### config.mk
export PLATFORM = sky130hd
export DESIGN_NAME = alu_serial32
export DESIGN_NICKNAME = d
export VERILOG_FILES = /design/src/rtl/alu_serial32.sv
export SDC_FILE = /design/constraint.sdc
export NUM_CORES = 1
export LEC_CHECK = 0
export BUFFER_PORTS_ARGS = -buffer_cell sky130_fd_sc_hd__buf_2
export CAP_MARGIN = 5
export CELL_PAD_IN_SITES_DETAIL_PLACEMENT = 1
export CELL_PAD_IN_SITES_GLOBAL_PLACEMENT = 1
export CORE_UTILIZATION = 45
export CTS_CLUSTER_SIZE = 14
export DETAILED_ROUTE_END_ITERATION = 10
export PLACE_DENSITY_LB_ADDON = 0.1
export SLEW_MARGIN = 20
export SYNTH_ARGS = -nofsm -noshare
export SYNTH_HDL_FRONTEND = slang
export SYNTH_SLANG_ARGS = --single-unit
### constraint.sdc
create_clock -name clk -period 3.1 [get_ports clk]
set_input_delay 0.465 -clock clk [delete_from_list [all_inputs] [get_ports clk]]
set_output_delay 0.465 -clock clk [all_outputs]
set_load 0.02 [all_outputs]
### src/rtl/alu_serial32.sv
// Bit-serial ALU: one bit-slice with a registered carry, LSB first, one bit per RUN cycle.
// Valid/ready on both sides; operands and opcode are captured when the request is accepted.
//
// state | meaning
// IDLE  | waiting for a request (in_ready high once reset release has synchronised)
// RUN   | processing bit cnt_q of the captured operands
// DONE  | result held on R/Cout until the consumer takes it
module alu_serial32 #(
    parameter int WIDTH = 32
) (
    input  logic             clk,
    input  logic             rst_n,
    input  logic             in_valid,
    output logic             in_ready,
    input  logic [WIDTH-1:0] A,
    input  logic [WIDTH-1:0] B,
    input  logic [2:0]       F,
    output logic             out_valid,
    input  logic             out_ready,
    output logic [WIDTH-1:0] R,
    output logic             Cout,
    output logic             busy
);
    localparam int CW = $clog2(WIDTH);
    localparam logic [CW-1:0] LAST = CW'(WIDTH - 1);

    localparam logic [2:0] OP_AND = 3'b000;
    localparam logic [2:0] OP_OR  = 3'b001;
    localparam logic [2:0] OP_ADD = 3'b010;
    localparam logic [2:0] OP_XOR = 3'b011;
    localparam logic [2:0] OP_NOR = 3'b100;
    localparam logic [2:0] OP_SUB = 3'b110;
    localparam logic [2:0] OP_SLT = 3'b111;

    typedef enum logic [1:0] {IDLE, RUN, DONE} state_t;

    state_t           state_q, state_d;
    logic [1:0]       rst_sync_q;
    logic [WIDTH-1:0] a_q, b_q, r_q;
    logic [2:0]       f_q;
    logic             carry_q, cout_q;
    logic [CW-1:0]    cnt_q;

    logic hold, accept, last, inv, is_arith, is_slt;
    logic a_bit, b_raw, b_eff, sum_bit, carry_nxt, res_bit, slt_bit;

    // Requests are refused until the release of rst_n has passed two flops.
    assign hold     = rst_n && !rst_sync_q[1];
    assign in_ready = (state_q == IDLE) && !hold;
    assign accept   = in_valid && in_ready;
    assign last     = (state_q == RUN) && (cnt_q == LAST);

    assign out_valid = (state_q == DONE);
    assign busy      = (state_q == RUN);
    assign R         = r_q;
    assign Cout      = cout_q;

    assign inv      = (f_q == OP_SUB) || (f_q == OP_SLT);
    assign is_arith = (f_q == OP_ADD) || (f_q == OP_SUB);
    assign is_slt   = (f_q == OP_SLT);

    assign a_bit     = a_q[0];
    assign b_raw     = b_q[0];
    assign b_eff     = b_raw ^ inv;
    assign sum_bit   = a_bit ^ b_eff ^ carry_q;
    assign carry_nxt = (a_bit & b_eff) | (a_bit & carry_q) | (b_eff & carry_q);
    // On the MSB slice, carry_q is the carry in and carry_nxt the carry out.
    assign slt_bit   = sum_bit ^ (carry_q ^ carry_nxt);

    always_comb begin
        res_bit = 1'b0;
        case (f_q)
            OP_AND:                 res_bit = a_bit & b_raw;
            OP_OR:                  res_bit = a_bit | b_raw;
            OP_XOR:                 res_bit = a_bit ^ b_raw;
            OP_NOR:                 res_bit = ~(a_bit | b_raw);
            OP_ADD, OP_SUB, OP_SLT: res_bit = sum_bit;
            default:                res_bit = 1'b0;
        endcase
    end

    always_ff @(posedge clk or negedge rst_n) begin
        if (!rst_n) begin
            rst_sync_q <= 2'b00;
        end else begin
            rst_sync_q <= {rst_sync_q[0], 1'b1};
        end
    end

    always_ff @(posedge clk or negedge rst_n) begin
        if (!rst_n) begin
            state_q <= IDLE;
        end else begin
            state_q <= state_d;
        end
    end

    always_comb begin
        state_d = state_q;
        case (state_q)
            IDLE:    if (accept)    state_d = RUN;
            RUN:     if (last)      state_d = DONE;
            DONE:    if (out_ready) state_d = IDLE;
            default:                state_d = IDLE;
        endcase
    end

    always_ff @(posedge clk or negedge rst_n) begin
        if (!rst_n) begin
            a_q     <= '0;
            b_q     <= '0;
            f_q     <= 3'b000;
            r_q     <= '0;
            carry_q <= 1'b0;
            cout_q  <= 1'b0;
            cnt_q   <= '0;
        end else begin
            case (state_q)
                IDLE: begin
                    if (accept) begin
                        a_q     <= A;
                        b_q     <= B;
                        f_q     <= F;
                        carry_q <= (F == OP_SUB) || (F == OP_SLT);
                        cout_q  <= 1'b0;
                        cnt_q   <= '0;
                    end
                end
                RUN: begin
                    a_q     <= a_q >> 1;
                    b_q     <= b_q >> 1;
                    carry_q <= carry_nxt;
                    if (last) begin
                        cnt_q  <= '0;
                        cout_q <= is_arith & carry_nxt;
                        if (is_slt) begin
                            r_q <= {{(WIDTH-1){1'b0}}, slt_bit};
                        end else begin
                            r_q <= {res_bit, r_q[WIDTH-1:1]};
                        end
                    end else begin
                        cnt_q <= cnt_q + CW'(1);
                        r_q   <= {res_bit, r_q[WIDTH-1:1]};
                    end
                end
                default: begin
                end
            endcase
        end
    end
endmodule
==> impl_metrics.json <==
{
  "outcome": "completed",
  "ctsHoldBuffers": 0,
  "timing.hold.ws_ns": 0.0435,
  "clock_sinks": 110,
  "vias": 3730,
  "cts_resized": 0,
  "fin_setup_tns_ns": 0,
  "num_io_pins": 107,
  "grt_pass1_wl_um": 18900,
  "hold_viol_final": 0,
  "synth.area.top_cells": "dfrtp_1 55%, mux2i_1 13%, nand2_1 9.7%",
  "hold_path_class": "in2async",
  "cpPeakStageDelay_ns": 0.54,
  "worstPathArrival_ns": 2.06,
  "drt_wl_total_um": 11100,
  "grt_overflow_total": 0,
  "critPathMaxFanout": 57,
  "powerDensity_nw_per_um2": 901,
  "rsz0062_at_grt": "false",
  "crit_chain": "nand2b_4 -> inv_4 -> buf_2",
  "antenna_found_initial": 0,
  "register_area_um2": 2750,
  "maxCapViolations": 0,
  "drc_errors": 0,
  "dieArea_um2": 11600,
  "async_flop_share_pct": 100,
  "place.gp.congestion": 0.724,
  "p_leak_nw": 3.14,
  "fin_skew_ns": 0.00846,
  "maxSlewHeadroom_pct": 36.0,
  "ys_warn_count": 0,
  "synthCells": 486,
  "syn2layout_area_growth_pct": 14.3,
  "fin_ws_ns": 0.575,
  "drive_gt1_share_pct": 24.2,
  "fin_util_pct": 52.9,
  "fin_crit_ns": 2.53,
  "vdd_drop_max_mv": 0.400,
  "synth_flop_cell": "dfrtp_1",
  "io_buffers": 106,
  "drt_iter0_markers": 146,
  "ys_seq_elements": 110,
  "cts_tree": "built",
  "worstSetupStartpointType": "flop",
  "ant_nets": 0,
  "fillerInstances": 1292,
  "grt_pass1_vias": 3899,
  "finalSetupViolCount": 0,
  "ff2ff_path_depth": 7,
  "slowest_stage": "inv_4",
  "max-clock-path-buffers": 2,
  "fmax_mhz": 396,
  "vias_per_cell": 5.15,
  "layout.nets": 655,
  "clk_pin_slew_ns": 0.09,
  "core_um2": 10900,
  "cts-buffers-inserted": 9,
  "grt_max_degree": 76,
  "wl_per_cell_um": 15.3,
  "synthDistinctLibCells": 41,
  "syn_area_per_cell_um2": 10.4,
  "crit_type": "reg2out",
  "layout_common_cells": "130 x nand2_1, 110 x dfrtp_1, 105 x buf_2",
  "die_width_um": 108,
  "synth_nets": 563,
  "worstMarginPinSlew_ns": 0.959,
  "end_kind": "primary output",
  "yosysTopAreaCell": "dfrtp_1",
  "netlist.area_leader.share_pct": 54.6,
  "multi_input_area_um2": 2030,
  "drt_first_pass_iters": 4,
  "pre_cts_ws_ns": 0.828,
  "seq_area_frac_synth_pct": 54.6,
  "fin_crit_sh_pct": 81.5,
  "cp.required_ns": 2.63,
  "clk_latency_ns": 0.38,
  "layout_commonest_cell": "nand2_1",
  "initial_core_util_pct": 46.3,
  "grt.total_usage_pct": 21.0,
  "h-tree-depth": 3,
  "post_cts_buffers": 0,
  "synthesis.area_um2": 5040,
  "cts-root-buf": "clkbuf_8",
  "die_h_um": 108,
  "maxSlewViolCount": 0,
  "rows": 38,
  "dpl.hpwl_um": 7600,
  "synth_edf_count": 0
}
[cell families (layout without fill, tap and decap cells)]
kind of cell	count (synthesis)	count (layout)	share of synthesized area, %
fa+ha+maj	6	6	1.79
other cells	1	2	0.0744
flops	110	110	54.6
buf+inv	39	136	5.41
xor+xnor	2	2	0.348
simple gates	151	151	12.4
mux	67	67	13.6
compound gates	110	110	11.8
[per-stage QoR]
stage	total power [mW]	area, µm²	std cells
3_5_place_dp	4.45	5580	707
2_1_floorplan	3.90	5040	486
5_1_grt	5.63	5760	723
3_3_place_gp	4.32	5580	707
6_report	5.19	5760	724
4_1_cts	5.27	5760	723
[path summary, 6_finish.rpt]
path | slack (ns) | startpoint | endpoint
hold / removal | 0.04 | rst_n | b_q[11]
hold reg to reg | 0.36 | rst_sync_q[0] | rst_sync_q[1]
setup / recovery | 0.57 | state_q[1] | busy
setup reg to reg | 0.84 | cnt_q[1] | R[24]
max in group asynchronous | 1.73 | rst_n | a_q[26]
min in group clk | 0.31 | F[0] | f_q[0]
[Yosys cell counts (all sizes together), types with 2 or more instances]
| master | instances |
|---|---|
| mux2 | 3 |
| clkbuf | 5 |
| nand2 | 130 |
| ha | 4 |
| dfrtp | 110 |
| buf | 27 |
| nor2 | 8 |
| fa | 2 |
| a21oi | 31 |
| xnor2 | 2 |
| o21ai | 69 |
| and3 | 2 |
| nand3 | 2 |
| a22o | 3 |
| nor3 | 2 |
| nand2b | 2 |
| inv | 7 |
| mux2i | 64 |
[area by class of cell]
| cell class | count | share of cell area (%) |
|---|---|---|
| Timing Repair Buffer | 113 | 10.4 |
| Antenna cell | 1 | 0.0434 |
| Clock buffer | 11 | 2.45 |
| Clock inverter | 5 | 0.608 |
| Multi-Input combinational cell | 337 | 35.2 |
| Tap cell | 140 | 3.04 |
| Sequential cell | 110 | 47.8 |
| Inverter | 7 | 0.499 |
[registers in the layout, indices dropped and copies added, names as in the netlist]
register,flops
Cout,1
R,32
a_q,32
b_q,32
carry_q,1
cnt_q,5
f_q,3
rst_sync_q,2
state_q,2
[power breakdown]
group / total [mW] / internal, mW / switching, mW / leakage (nW)
sequential: 2.35 / 1.97 / 0.373 / 1.45
clock: 0.805 / 0.315 / 0.490 / 0.0893
combinational: 2.04 / 0.797 / 1.24 / 1.60
[critical path, delay by kind of cell (launching register included)]
kind          cells  cell delay, ns
buf+inv           2            0.81
flops             1            0.46
simple gates      1            0.39
[routing by layer]
metal | part of all wire [%] | routed length [µm] | global-route usage [%] | vias up
met2 | 48 | 5270 | 33.7 | 73
li1 | - | - | - | 1825
met1 | 47 | 5160 | 27.8 | 1814
met3 | 3.7 | 413 | 4.06 | 18
met5 | 0 | 0 | 0 | -
met4 | 2.0 | 217 | 8.61 | 0
Power figures use the tool's default switching activity.
